$ cat src/rtl/nonogram_pkg.sv
`default_nettype none
// ============================================================================
// Package     : nonogram_pkg
// Description : Shared sizes, line-FIFO word field positions and the
//               line-reader state encoding for the nonogram solver front end.
// Revision    : 1.0 - initial release
// ============================================================================
package nonogram_pkg;

    localparam int MAX_DIM      = 11;   // maximum cells per line
    localparam int WORD_W       = 16;   // line-FIFO word width
    localparam int CNT_W        = 7;    // options-per-line count width
    localparam int DIM_W        = 4;    // width of n, m and line indices

    // Header word: [15]=1, [14]=is_col, [13:10]=line index, [9:7]=reserved, [6:0]=count
    localparam int HDR_FLAG_BIT = 15;
    localparam int HDR_COL_BIT  = 14;
    localparam int HDR_IDX_MSB  = 13;
    localparam int HDR_IDX_LSB  = 10;
    localparam int HDR_RSV_MSB  = 9;
    localparam int HDR_RSV_LSB  = 7;
    localparam int HDR_CNT_MSB  = 6;
    localparam int HDR_CNT_LSB  = 0;

    // Option word: [15]=0, [14:11]=0, [10:0]=cell bitmap
    localparam int OPT_PAD_MSB  = 14;
    localparam int OPT_PAD_LSB  = 11;
    localparam int OPT_MAP_MSB  = 10;
    localparam int OPT_MAP_LSB  = 0;

    typedef enum logic [2:0] {
        ST_IDLE     = 3'd0,
        ST_RD_HDR   = 3'd1,
        ST_WAIT_HDR = 3'd2,
        ST_RD_OPT   = 3'd3,
        ST_WAIT_OPT = 3'd4,
        ST_PRESENT  = 3'd5,
        ST_ERROR    = 3'd6
    } state_e;

endpackage : nonogram_pkg
`default_nettype wire

$ cat src/rtl/line_reader.sv
`default_nettype none
// ============================================================================
// Module      : line_reader
// Description : Reads the per-line option lists of a nonogram board from a
//               standard-mode line FIFO (rows first, then columns), checks
//               the word format and presents one candidate option at a time
//               to the solver over a valid/ready handshake.
// Revision    : 1.0 - initial release
// ============================================================================
module line_reader #(
    parameter int MAX_DIM = nonogram_pkg::MAX_DIM,
    parameter int WORD_W  = nonogram_pkg::WORD_W,
    parameter int CNT_W   = nonogram_pkg::CNT_W
) (
    input  logic               clk,
    input  logic               rst_n,
    input  logic               start,
    input  logic [3:0]         n,
    input  logic [3:0]         m,
    input  logic [WORD_W-1:0]  fifo_dout,
    input  logic               fifo_empty,
    output logic               fifo_rd_en,
    output logic               opt_valid,
    input  logic               opt_ready,
    output logic [MAX_DIM-1:0] opt_bits,
    output logic [3:0]         opt_line,
    output logic               opt_is_col,
    output logic               opt_first,
    output logic               opt_last,
    output logic               done,
    output logic               err,
    output logic               busy
);

    import nonogram_pkg::*;

    state_e             state_q,      state_d;
    logic [3:0]         n_q,          n_d;
    logic [3:0]         m_q,          m_d;
    logic               exp_col_q,    exp_col_d;
    logic [3:0]         exp_idx_q,    exp_idx_d;
    logic [CNT_W-1:0]   opts_left_q,  opts_left_d;
    logic               first_q,      first_d;
    logic [MAX_DIM-1:0] opt_bits_q,   opt_bits_d;
    logic [3:0]         opt_line_q,   opt_line_d;
    logic               opt_is_col_q, opt_is_col_d;
    logic               opt_first_q,  opt_first_d;
    logic               opt_last_q,   opt_last_d;
    logic               done_q,       done_d;

    logic               hdr_ok;
    logic               opt_ok;
    logic [CNT_W-1:0]   hdr_cnt;

    // Reserved header bits [9:7] carry no meaning and are deliberately ignored.
    logic               unused_hdr_rsv;
    assign unused_hdr_rsv = ^fifo_dout[HDR_RSV_MSB:HDR_RSV_LSB];

    assign hdr_cnt = fifo_dout[CNT_W-1:0];

    // Word-format checks on the captured FIFO word.
    always_comb begin
        hdr_ok = fifo_dout[HDR_FLAG_BIT]
              && (fifo_dout[HDR_COL_BIT] == exp_col_q)
              && (fifo_dout[HDR_IDX_MSB:HDR_IDX_LSB] == exp_idx_q)
              && (hdr_cnt != '0);
        opt_ok = !fifo_dout[HDR_FLAG_BIT]
              && (fifo_dout[OPT_PAD_MSB:OPT_PAD_LSB] == 4'd0);
    end

    // Next-state and strobe logic; registers hold unless a state says otherwise.
    always_comb begin
        state_d      = state_q;
        n_d          = n_q;
        m_d          = m_q;
        exp_col_d    = exp_col_q;
        exp_idx_d    = exp_idx_q;
        opts_left_d  = opts_left_q;
        first_d      = first_q;
        opt_bits_d   = opt_bits_q;
        opt_line_d   = opt_line_q;
        opt_is_col_d = opt_is_col_q;
        opt_first_d  = opt_first_q;
        opt_last_d   = opt_last_q;
        done_d       = 1'b0;
        fifo_rd_en   = 1'b0;

        case (state_q)
            ST_IDLE: begin
                if (start) begin
                    if ((n == 4'd0) || (m == 4'd0)) begin
                        state_d = ST_ERROR;
                    end else begin
                        n_d       = n;
                        m_d       = m;
                        exp_col_d = 1'b0;
                        exp_idx_d = 4'd0;
                        state_d   = ST_RD_HDR;
                    end
                end
            end
            ST_RD_HDR: begin
                if (!fifo_empty) begin
                    fifo_rd_en = 1'b1;
                    state_d    = ST_WAIT_HDR;
                end
            end
            ST_WAIT_HDR: begin
                if (hdr_ok) begin
                    opts_left_d = hdr_cnt;
                    first_d     = 1'b1;
                    state_d     = ST_RD_OPT;
                end else begin
                    state_d = ST_ERROR;
                end
            end
            ST_RD_OPT: begin
                if (!fifo_empty) begin
                    fifo_rd_en = 1'b1;
                    state_d    = ST_WAIT_OPT;
                end
            end
            ST_WAIT_OPT: begin
                if (opt_ok) begin
                    opt_bits_d   = fifo_dout[MAX_DIM-1:0];
                    opt_line_d   = exp_idx_q;
                    opt_is_col_d = exp_col_q;
                    opt_first_d  = first_q;
                    opt_last_d   = (opts_left_q == CNT_W'(1));
                    state_d      = ST_PRESENT;
                end else begin
                    state_d = ST_ERROR;
                end
            end
            ST_PRESENT: begin
                if (opt_ready) begin
                    opts_left_d = opts_left_q - CNT_W'(1);
                    first_d     = 1'b0;
                    if (opts_left_q > CNT_W'(1)) begin
                        state_d = ST_RD_OPT;
                    end else if (!exp_col_q) begin
                        // Last row rolls over to column 0.
                        state_d = ST_RD_HDR;
                        if (exp_idx_q == n_q - 4'd1) begin
                            exp_col_d = 1'b1;
                            exp_idx_d = 4'd0;
                        end else begin
                            exp_idx_d = exp_idx_q + 4'd1;
                        end
                    end else if (exp_idx_q == m_q - 4'd1) begin
                        // Last column finished: board complete.
                        done_d  = 1'b1;
                        state_d = ST_IDLE;
                    end else begin
                        exp_idx_d = exp_idx_q + 4'd1;
                        state_d   = ST_RD_HDR;
                    end
                end
            end
            ST_ERROR: begin
                state_d = ST_ERROR;
            end
            default: begin
                state_d = ST_ERROR;
            end
        endcase
    end

    // State, counters and output register; reset discards any in-flight read.
    always_ff @(posedge clk or negedge rst_n) begin
        if (!rst_n) begin
            state_q      <= ST_IDLE;
            n_q          <= 4'd0;
            m_q          <= 4'd0;
            exp_col_q    <= 1'b0;
            exp_idx_q    <= 4'd0;
            opts_left_q  <= '0;
            first_q      <= 1'b0;
            opt_bits_q   <= '0;
            opt_line_q   <= 4'd0;
            opt_is_col_q <= 1'b0;
            opt_first_q  <= 1'b0;
            opt_last_q   <= 1'b0;
            done_q       <= 1'b0;
        end else begin
            state_q      <= state_d;
            n_q          <= n_d;
            m_q          <= m_d;
            exp_col_q    <= exp_col_d;
            exp_idx_q    <= exp_idx_d;
            opts_left_q  <= opts_left_d;
            first_q      <= first_d;
            opt_bits_q   <= opt_bits_d;
            opt_line_q   <= opt_line_d;
            opt_is_col_q <= opt_is_col_d;
            opt_first_q  <= opt_first_d;
            opt_last_q   <= opt_last_d;
            done_q       <= done_d;
        end
    end

    assign opt_valid  = (state_q == ST_PRESENT);
    assign err        = (state_q == ST_ERROR);
    assign busy       = (state_q != ST_IDLE);
    assign done       = done_q;
    assign opt_bits   = opt_bits_q;
    assign opt_line   = opt_line_q;
    assign opt_is_col = opt_is_col_q;
    assign opt_first  = opt_first_q;
    assign opt_last   = opt_last_q;

endmodule : line_reader
`default_nettype wire
$ cat config.mk
export PLATFORM = sky130hd
export DESIGN_NAME = line_reader
export DESIGN_NICKNAME = d
export VERILOG_FILES = /design/src/rtl/nonogram_pkg.sv /design/src/rtl/line_reader.sv
export SDC_FILE = /design/constraint.sdc
export NUM_CORES = 1
export LEC_CHECK = 0
export BUFFER_PORTS_ARGS = -buffer_cell sky130_fd_sc_hd__buf_2
export CAP_MARGIN = 15
export CORE_ASPECT_RATIO = 1.75
export CORE_UTILIZATION = 40
export CTS_BUF_LIST = sky130_fd_sc_hd__clkbuf_8
export DETAILED_ROUTE_END_ITERATION = 7
export PLACE_DENSITY_LB_ADDON = 0.05
export SLEW_MARGIN = 10
export SYNTH_ARGS = -nofsm -noshare
export SYNTH_HDL_FRONTEND = slang
export SYNTH_SLANG_ARGS = --single-unit
$ cat constraint.sdc
create_clock -name clk -period 1.85 [get_ports clk]
set_clock_uncertainty 0.15 [all_clocks]
set_input_delay 0.0925 -clock clk [delete_from_list [all_inputs] [get_ports clk]]
set_output_delay 0.0925 -clock clk [all_outputs]
set_load 0.05 [all_outputs]
==> results.toml <==
[clock_network]
cts_tree = "built"
h-tree-depth = 2
cts_root_buffer = "clkbuf_8"
clock-sinks = 43
clk_pin_slew_ns = 0.09
numCtsBuffers = 5
cts.path.max_buffers = 2
clk_latency_ns = 0.31

[yosys]
synthCells = 230
async_flop_share_pct = 100
syn_area_per_cell_sq_um = 10.6
synth_area_leaders = "dfrtp_1 (44%), mux2_2 (12%), xor2_1 (2.9%)"
ys_warn_count = 0
yosysTopAreaCell = "dfrtp_1"
ys_ff_latch = 43
synth-edff-count = 0
synth.top_cell.area_share_pct = 44.1
synthFlopType = "dfrtp_1"
syn_area_sq_um = 2440
synth.yosys.seq_area_share_pct = 44.1
synth_nets = 264
yosys.cell_types.count = 51

[global_routing]
grt_pass1_wl_microns = 11000
grt_usage_pct = 23.4
first_global_vias = 2312
overflow = 0
antenna_found_initial = 0
grt_max_degree = 27

[sta]
maxSlewViolCount = 0
hold_viol = 0
fmax_ghz = 0.509
max-slew-margin-rel_pct = 59.5
rsz0062_at_grt = "true"
fin_ws_ns = -0.114
fin_crit_sh_pct = 106
setup_viol = 13
final.min_clock_period_ns = 1.96
whs_ns = 0.00951
worst_slew_pin_slew_ns = 0.608

[route]
wirelength_microns = 6630
wl_per_cell_microns = 15.5
viasPerCell = 5.19
dr.pass1.iters = 4
drt_iter0_markers = 100
top_layer = "met4"
drc = 0
dr_wl_met2_microns = 3800
m1WireLength_microns = 2400
vias = 2222
wl_met3_microns = 248
drtAntennaViolNets = 0

[setup_path]
worstSetupPathType = "reg -> reg"
endpoint_kind = "flop"
crit_arrival_ns = 2.05
worstPathRequired_ns = 1.94
start_kind = "flop"
cp_max_fo = 4

[floorplanning]
rows = 37
die_x_microns = 61.1
die_y_microns = 105
coreArea_sq_um = 5880
start_util_pct = 41.5
fp.dieArea_sq_um = 6430
ios = 52

[worst_hold_path]
min-delay-path-class = "in -> reg"

[placed_design]
io_buffers = 51
dp_cells = 393
place_area_sq_um = 3110
hpwl_microns = 5040
globalplace.congestion = 0.825

[finish]
fin_cells = 428
fin_area_sq_um = 3600
utilization_pct = 61.2
regArea_sq_um = 1080
multi_input_area_sq_um = 1390
area_growth_pct = 47.3
fin_nets = 383
n_antenna_cell = 0
drive_above_1_share_pct = 47.7
fillCellCount = 526

[run_status]
violations = "setup timing"
status = "complete, but fails checks"

[power_and_ir_drop]
power_leakage_nw = 1.75
p_per_area_nw_per_um2 = 508
ir_worst_vdd_mv = 0.352

[flow_run]
cap_violations = 0
cell usage after synthesis, types with 2 or more instances:
cell type  count
nor4_1         3
xor2_1         8
o2bb2a_1       4
o21ai_0       10
nand3_1        5
mux2i_1        2
a22oi_1        2
a21oi_1       13
nor2b_1        2
o211ai_1       3
and2_1         2
buf_2          5
inv_1         17
xnor2_1        3
dfrtp_1       43
nor3_1         9
nor4_2         2
mux2_2        26
a31oi_1        4
clkbuf_1       5
nor3_2         2
nand3b_1       2
nor2_1        11
ha_1           5
nand4_1        4
nand2_1       11
o2111ai_1      3
per-layer routing:
metal | GRT usage (%) | up-vias
met1 | 23.8 | 1069
met2 | 42.4 | 65
met5 | 0 | -
met3 | 4.42 | 14
li1 | - | 1074
met4 | 12.0 | 0
per-stage QoR:
stage | setup TNS [ns] | setup slack, ns | total power [mW]
finish | -0.702 | -0.114 | 1.83
global route | -2.21 | -0.211 | 1.91
CTS | -0.924 | -0.125 | 1.85
detailed placement | -1.69 | -0.210 | 1.15
global placement | -1.63 | -0.182 | 1.15
floorplan | -0.795 | -0.124 | 1.05
worst paths after layout:
path / from / endpoint / slack [ns] / cells past startpoint
setup / recovery: opts_left_q[5] / exp_idx_q[0] / -0.11 / 6
hold / removal: fifo_dout[0] / opts_left_q[0] / 0.01 / 3
setup reg to reg: opts_left_q[5] / exp_idx_q[0] / -0.11 / 6
hold reg to reg: first_q / first_q / 0.36 / 2
max in group asynchronous: rst_n / opt_bits[1] / 0.79 / 3
min in group asynchronous: rst_n / opts_left_q[5] / 0.16 / 2
cell type report:
cell class              count  area share, %
multi-input cells         159           38.6
flip-flops and latches     43           29.9
clock inverters             3          0.661
clock buffers               5           1.91
repair buffers            123           24.3
inverters                  17           1.84
well taps                  78           2.71
state kept, by name, summed over array words and instances, names as in the netlist:
name / flops
opt_line: 4
exp_col_q: 1
exp_idx_q: 4
opt_is_col: 1
state_q: 3
done: 1
n_q: 4
first_q: 1
opts_left_q: 7
opt_bits: 11
opt_last: 1
m_q: 4
opt_first: 1
report_power, final:
part	switching, mW	leakage (nW)	internal [mW]	total, mW
clock	0.372	0.0408	0.270	0.643
sequential	0.00918	0.546	0.951	0.961
combinational	0.110	1.17	0.116	0.226
cell usage in the layout, fill, tap and decap left out, types with 3 or more instances in the layout:
cell type      Yosys  layout
buf_2              5      49
mux2_2            26      25
inv_1             17      15
a21oi_2            0       3
buf_4              0      47
o2111ai_1          3       3
nand4_1            4       4
nor3_1             9       8
nor2_1            11      10
a21oi_1           13      10
clkbuf_8           0       5
nand3_1            5       4
dfrtp_1           43      42
o211ai_1           3       3
xnor2_1            3       3
nand2_1           11       8
ha_1               5       4
dlygate4sd3_1      0      22
xor2_1             8       7
o2bb2a_1           4       3
o21ai_0           10       8
worst max-delay path, stage by stage, from the launching register on:
cell and delay [ns]:
dfrtp_1 0.42, nor4_4 0.32, o211ai_1 0.20, a221oi_2 0.29, buf_4 0.18, o21a_4 0.15, mux2i_1 0.18
timing repair:
action | in CTS | in global routing
buffers inserted | 5 | 0
hold endpoints to repair | 46 | 0
setup endpoints to repair | 15 | 42
hold buffers | 22 | 0
pin swaps | 12 | 11
resized for setup | 10 | 20
cell families (layout without fill, tap and decap cells):
family,after synthesis,in the layout,synth area share [%]
adder cells (fa/ha/maj),5,5,2.56
multiplexers,28,28,12.8
AND/OR/NAND/NOR,61,61,14.3
XOR/XNOR,13,13,5.84
buffers and inverters,28,148,4.87
flip-flops,43,43,44.1
AO/OA/AOI/OAI,52,52,15.6
No activity file was read; power rests on OpenSTA's default activity.
